`src/rtl/bcd_timer_core.sv`:
```
// bcd_timer_core: BCD stopwatch/timer with start/pause, clear/reload, lap hold and done flag.
// Ports:
//   clk, rst_n   system clock, asynchronous active-low reset
//   tick         one-cycle count strobe
//   mode         0 = count down from preset, 1 = count up from 0 (sampled in IDLE)
//   start        toggles start/pause
//   clr          returns to IDLE and reloads
//   lap          toggles lap hold (RUN/PAUSE only)
//   preset       BCD start value for down mode
//   digits       BCD value for display (lap snapshot while lap_active)
//   running      high in RUN
//   done         high in DONE
//   lap_active   display frozen on the lap snapshot
module bcd_timer_core #(
   parameter int                  DIGITS    = 2,
   parameter logic [DIGITS-1:0]   SEXA_MASK = '0,
   parameter logic [4*DIGITS-1:0] UP_LIMIT  = '1
) (
   input  logic                  clk,
   input  logic                  rst_n,
   input  logic                  tick,
   input  logic                  mode,
   input  logic                  start,
   input  logic                  clr,
   input  logic                  lap,
   input  logic [4*DIGITS-1:0]   preset,
   output logic [4*DIGITS-1:0]   digits,
   output logic                  running,
   output logic                  done,
   output logic                  lap_active
);
   localparam int W = 4*DIGITS;
   typedef enum logic [1:0] {IDLE, RUN, PAUSE, DONE} state_t;
   state_t state_q, state_d;
   logic [W-1:0] count_q, count_d, snap_q, snap_d, load, up_lim, term, stepped;
   logic lap_q, lap_d, dir_q, dir_d;

   function automatic logic [3:0] dmax(input int i);
      return SEXA_MASK[i] ? 4'd5 : 4'd9;
   endfunction

   // Out-of-range digits load as that digit's max; the default all-ones
   // UP_LIMIT therefore becomes "every digit at max".
   function automatic logic [W-1:0] clamp(input logic [W-1:0] v);
      logic [W-1:0] r;
      r = v;
      for (int i = 0; i < DIGITS; i++)
         if (v[4*i+:4] > dmax(i)) r[4*i+:4] = dmax(i);
      return r;
   endfunction

   // Ripple carry (up) or borrow (down) through all digits in one cycle.
   function automatic logic [W-1:0] step_fn(input logic [W-1:0] v, input logic up);
      logic [W-1:0] r;
      logic c;
      r = v;
      c = 1'b1;
      for (int i = 0; i < DIGITS; i++)
         if (c) begin
            if (up) begin
               if (r[4*i+:4] >= dmax(i)) r[4*i+:4] = 4'd0;
               else begin
                  r[4*i+:4] = r[4*i+:4] + 4'd1;
                  c = 1'b0;
               end
            end else begin
               if (r[4*i+:4] == 4'd0) r[4*i+:4] = dmax(i);
               else begin
                  r[4*i+:4] = r[4*i+:4] - 4'd1;
                  c = 1'b0;
               end
            end
         end
      return r;
   endfunction

   assign up_lim  = clamp(UP_LIMIT);
   assign load    = mode ? {W{1'b0}} : clamp(preset);
   assign term    = dir_q ? up_lim : {W{1'b0}};
   assign stepped = step_fn(count_q, dir_q);

   always_comb begin
      state_d = state_q;
      count_d = count_q;
      snap_d  = snap_q;
      lap_d   = lap_q;
      dir_d   = dir_q;
      if (clr) begin
         state_d = IDLE;
         count_d = load;
         lap_d   = 1'b0;
      end else begin
         case (state_q)
            IDLE: begin
               count_d = load;
               if (start) begin
                  dir_d   = mode;
                  state_d = (load == (mode ? up_lim : {W{1'b0}})) ? DONE : RUN;
               end
            end
            RUN, PAUSE: begin
               // Snapshot takes the pre-tick count even when a tick lands in the same cycle.
               if (lap) begin
                  snap_d = lap_q ? snap_q : count_q;
                  lap_d  = !lap_q;
               end
               if (start) state_d = (state_q == RUN) ? PAUSE : RUN;
               else if (tick && state_q == RUN) begin
                  count_d = stepped;
                  if (stepped == term) begin
                     state_d = DONE;
                     lap_d   = 1'b0;
                  end
               end
            end
            default: ;
         endcase
      end
   end

   always_ff @(posedge clk or negedge rst_n) begin
      if (!rst_n) begin
         state_q <= IDLE;
         count_q <= '0;
         snap_q  <= '0;
         lap_q   <= 1'b0;
         dir_q   <= 1'b0;
      end else begin
         state_q <= state_d;
         count_q <= count_d;
         snap_q  <= snap_d;
         lap_q   <= lap_d;
         dir_q   <= dir_d;
      end
   end

   assign digits     = lap_q ? snap_q : count_q;
   assign running    = (state_q == RUN);
   assign done       = (state_q == DONE);
   assign lap_active = lap_q;
endmodule

```
`config.mk`:
```
export PLATFORM = sky130hd
export DESIGN_NAME = bcd_timer_core
export DESIGN_NICKNAME = d
export VERILOG_FILES = /design/src/rtl/bcd_timer_core.sv
export SDC_FILE = /design/constraint.sdc
export NUM_CORES = 1
export LEC_CHECK = 0
export BUFFER_PORTS_ARGS = -buffer_cell sky130_fd_sc_hd__buf_2
export CORE_ASPECT_RATIO = 1.4
export CORE_MARGIN = 3
export CORE_UTILIZATION = 38
export DETAILED_ROUTE_END_ITERATION = 7
export SLEW_MARGIN = 5
export SYNTH_ARGS = -nofsm -noshare
export SYNTH_HDL_FRONTEND = slang
export SYNTH_SLANG_ARGS = --single-unit
```
`constraint.sdc`:
```
create_clock -name clk -period 2.15 [get_ports clk]
set_clock_uncertainty 0.1 [all_clocks]
set_input_delay 0.3225 -clock clk [delete_from_list [all_inputs] [get_ports clk]]
set_output_delay 0.3225 -clock clk [all_outputs]
set_load 0.005 [all_outputs]
```
; Word level (Yosys, flattened, before mapping)
; Cells that the tools add are included.
[classes]
addsub = 4
n_lt_le_gt_ge = 4
eq_ne = 10
n_mux = 34
bitwise_logic = 1
reduce_logical = 12
[op_table]
columns = op, count
row1 = 2-to-1 mux 8 bit, 7
row2 = 2-to-1 mux 4 bit, 9
row3 = equality test 8 bit, 2
row4 = one-hot mux 8 bit (2 select lines), 1
row5 = 2-to-1 mux 2 bit, 7
row6 = 2-to-1 mux 1 bit, 9
row7 = != test 3 bit (second input constant), 3
row8 = AND reduction 3 bit, 3
row9 = adder 4 x 1 -> 4 bit (second input constant), 2
row10 = >= comparator 4 bit (second input constant), 2
row11 = greater-than comparator 4 bit (second input constant), 2
row12 = zero test 4 bit, 2
row13 = != test 4 bit (second input constant), 2
row14 = subtractor 4 x 1 -> 4 bit (second input constant), 2
row15 = equality test 2 bit (second input constant), 2
row16 = one-hot mux 2 bit (2 select lines), 1
row17 = AND reduction 4 bit, 1
row18 = nonzero test 3 bit, 1
row19 = equality test 2 x 1 -> 1 bit (second input constant), 1
row20 = zero test 2 bit, 1
row21 = nonzero test 2 bit, 1
row22 = OR reduction 2 bit, 1
row23 = logical AND 1 bit, 1
row24 = zero test 1 bit, 1
row25 = NOT 1 bit, 1
[word_totals]
reg_bits = 20
out_inout_bits = 11

; Depth between registers and ports, before layout
[logic_depth]
ltp_word = 10
ltp_mapped = 9
depth_no_buf = 8

; Least setup slack after synthesis
; No wires, ideal clock.
[synth_timing]
path_kind = reg-to-reg
start = register count_q[0]
end = register lap_q, in the netlist lap_active
setup_time_ns = 0.124
arrival_time_ns = 2.126
t_required_ns = 1.926
path_slack_ns = -0.200
stages_incl_launch_ff = 10
path_buffers = 1
synth_period_minus_slack_ns = 2.350
cell_sequence = dfrtp_1 > inv_1 > ha_1 > or3b_1 > buf_6 > a31oi_4 > a31o_2 > and4b_1 > o211ai_2 > o31a_1
[synth_via]
elab_chain_len = 10
[synth_rtl]
columns = item, line_no
row1 = "start, declared", 35  ; logic [W-1:0] count_q, count_d, snap_q, snap_d, load, up_lim, term, stepped;
row2 = "start signal, assigned", 130  ; count_q <= count_d;
row3 = >= comparator 4 bit or zero test 4 bit (tied branches), "61, 67"
row4 = 2-to-1 mux 1 bit (on tied branches), "61, 67"
row5 = 2-to-1 mux 1 bit, 60  ; if (up) begin
row6 = 2-to-1 mux 4 bit, 59  ; if (c) begin
row7 = equality test 8 bit (*), 110  ; if (stepped == term) begin
row8 = 2-to-1 mux 1 bit (*), 110
row9 = 2-to-1 mux 1 bit (*), 108  ; else if (tick && state_q == RUN) begin
row10 = 2-to-1 mux 1 bit (*), 107  ; if (start) state_d = (state_q == RUN) ? PAUSE : RUN;
row11 = 2-to-1 mux 1 bit (*), 93  ; case (state_q)
row12 = 2-to-1 mux 1 bit (*), 88  ; if (clr) begin
row13 = "end signal, assigned", 132  ; lap_q <= lap_d;
row14 = "end, declared", 36  ; logic lap_q, lap_d, dir_q, dir_d;
; Every way passes the cells marked *; elsewhere a longest branch is shown, timed or not. The select of a mux whose other input is x is not followed.
; A chain may end at the register's enable or synchronous reset.

; Worst setup path after layout
[layout_timing]
start = register count_q[1]
end = register lap_q, in the netlist lap_active
; Same word-level chain as after synthesis.

==> out/metrics.yaml <==
reg2reg_depth: 8
worstSetupStartpointType: "register"
dieHeight_um: 84.2
drcViolationCount: 0
hold_class: "in -> reg"
die_x_um: 61.9
holdPathEnd: "lap_active$_DFFE_PN0P_"
vias: 1669
drt-initial-drc-count: 44
synth_mux_area_share_pct: 6.70
seq_area_frac_synth_pct: 30.1
clk_path_buf_depth: 2
ios: 26
finalSetupViolCount: 3
critPathArrivalTime_ns: 2.29
dieArea_um2: 5210
ys.flop_type: "dfrtp_1"
synthArstFlopShare_pct: 100
core_um2: 4090
cts_buffers: 3
rsz0062_at_grt: "yes"
violations: "negative setup slack"
fin_crit_ns: 2.24
rows: 27
grt.overflow.total: 0
routabilityCongestion: 0.919
synth_compound_gate_area_share_pct: 28.9
first_pass_iters: 4
cts_sinks: 20
nets: 279
h-tree-depth: 1
reg2reg_to: "lap_active$_DFFE_PN0P_"
outcome: "complete, but fails checks"
dpl-instance-area_um2: 2070
synth-edff-count: 0
mostFrequentLayoutCells: "35 x buf_4, 25 x buf_2, 19 x o21ai_0, 19 x dfrtp_1, 17 x a21oi_1"
hold_start: "start"
grt_pass1_wl_mm: 7.94
worst_slack_ns: -0.0878
synth_cells: 196
synth_top_area_share_pct: 30.1
path_clk_slew_ns: 0.08
slew_viol_final: 0
start_util_pct: 40.6
areaGrowthSynthToFinish_pct: 35.1
grt-busiest-layer: "met2"
synth-seq-cells: 20
relSlewSlack_pct: 63.8
antenna_left: 0
synth_top_family_by_area: "compound AO/OA/AOI/OAI gates"
maxCapViolCount: 0
met3_usage_pct: 2.31
peakVddDrop_v: 0.000533
cts-root-buf: "clkbuf_8"
p_leak_nw: 1.00
grt_max_degree: 21
avgSynthCellArea_um2: 8.48
synth-simple-area-share_pct: 19.9
fin_crit_sh_pct: 104
hold_viol_final: 0
cts_tree: "built"
antenna_found_initial: 0
cp_max_fo: 5
final_cell_area_um2: 2240
critPathKind: "reg -> reg"
fmax_mhz: 447
crit_path_end_kind: "register"
yosys.area.top_type: "dfrtp_1"
synth_area_leaders: "dfrtp_1 30%, ha_1 7.5%, o21ai_0 6.3%, mux2_2 6.1%, a21oi_1 5.4%"
synth.net_count: 221
required_ns: 2.20
dpl_worst_slack_ns: -0.165
track_usage_pct: 19.7
grt_pass1_vias: 1693
r2r_slack_ns: -0.09
drt-total-wl_mm: 4.65
grt_use_met2_pct: 31.7
synth_xor_area_share_pct: 0.527
antenna_cells: 0
holdPathStages: 2
layout_commonest_cell: "buf_4"
syn_area_um2: 1660
postLayoutCoreUtil_pct: 54.9
layout-drive-gt1-share_pct: 38.3
ys_types: 55
synth_fa_ha_area_share_pct: 7.53
numPortBuffers: 25
synth_warnings: 0
p_per_area_nw_per_um2: 1290
met1_usage_pct: 26.1
hpwl_mm: 3.59
wire_per_inst_um: 14.9
r2r_start: "count_q[1]$_DFFE_PN0P_"
worstMarginPinSlew_ns: 0.544
clk_latency_ns: 0.26
via_per_inst: 5.37
-- report_power, final --
group / switching [W] / internal (W) / leakage (nW)
registers: 0.000127 / 0.000521 / 0.253
logic: 0.000924 / 0.000947 / 0.715
clock network: 0.000132 / 0.000249 / 0.0357
-- per-stage QoR --
stage	setup TNS [ns]	power [W]	cells	hold WS, ns
detailed placement	-0.632	0.00236	301	0.213
global placement	-0.473	0.00235	301	0.200
finish	-0.242	0.00290	311	0.288
global route	-0.762	0.00314	311	0.302
CTS	-0.227	0.00280	308	0.278
floorplan	-0.205	0.00165	196	-0.0731
-- synthesized netlist by cell type, types with 3 or more instances --
library cell,number
clkbuf_1,6
nor3b_1,5
nand2_1,15
nor3_1,5
dfrtp_1,20
inv_1,12
nor2_1,15
o21a_1,3
a21oi_1,18
ha_1,10
o21ai_0,21
mux2_2,9
a311oi_1,3
nand3_1,4
-- cells by family after synthesis --
kind of cell / Yosys count
compound gates: 71
simple gates: 61
buf+inv: 23
flops: 20
mux: 10
fa+ha+maj: 10
xor+xnor: 1
-- registers in the layout (all words and copies together) (netlist names) --
register    count
count_q         8
snap_q          8
state_q         2
dir_q           1
lap_active      1
-- worst max-delay path: stages (launching register included) --
cell,delay (ns)
dfrtp_1,0.37
inv_2,0.07
ha_2,0.19
or3b_4,0.44
a31oi_4,0.21
a31o_2,0.16
and4b_1,0.24
o211ai_2,0.10
o31a_1,0.24
-- final cells by class --
| type | instances | area [µm²] |
|---|---|---|
| Fill cell | 358 | 1840 |
| Tap cell | 58 | 72.6 |
| Clock buffer | 3 | 41.3 |
| Multi-Input combinational cell | 153 | 1120 |
| Timing Repair Buffer | 62 | 418 |
| Sequential cell | 20 | 502 |
| Clock inverter | 1 | 30.0 |
| Inverter | 14 | 57.6 |
-- routing by layer --
metal	up-vias	wire length, µm
met1	775	2040
li1	846	-
met5	-	0
met3	9	153
met4	0	90
met2	39	2370
-- what timing repair did --
item / CTS / global route
resized for setup: 4 / 10
buffers inserted: 2 / 3
endpoints found under the hold margin: 20 / 0
pin swaps: 6 / 1
endpoints found under the setup margin: 7 / 15
hold buffers: 1 / 0
-- worst max path at each step --
| stage | start | cells after the start | to | slack, ns |
|---|---|---|---|---|
| after floorplan | count_q[0]$_DFFE_PN0P_ | 9 | lap_active$_DFFE_PN0P_ | -0.1 |
| after global placement | count_q[0]$_DFFE_PN0P_ | 8 | lap_active$_DFFE_PN0P_ | -0.14 |
| after detailed placement | count_q[0]$_DFFE_PN0P_ | 8 | state_q[1]$_DFFE_PN0P_ | -0.17 |
| after CTS | count_q[0]$_DFFE_PN0P_ | 7 | state_q[1]$_DFFE_PN0P_ | -0.08 |
| after global routing | count_q[1]$_DFFE_PN0P_ | 8 | lap_active$_DFFE_PN0P_ | -0.21 |
| final | count_q[1]$_DFFE_PN0P_ | 8 | lap_active$_DFFE_PN0P_ | -0.09 |
Note: power is estimated with default switching activity, not from simulation.
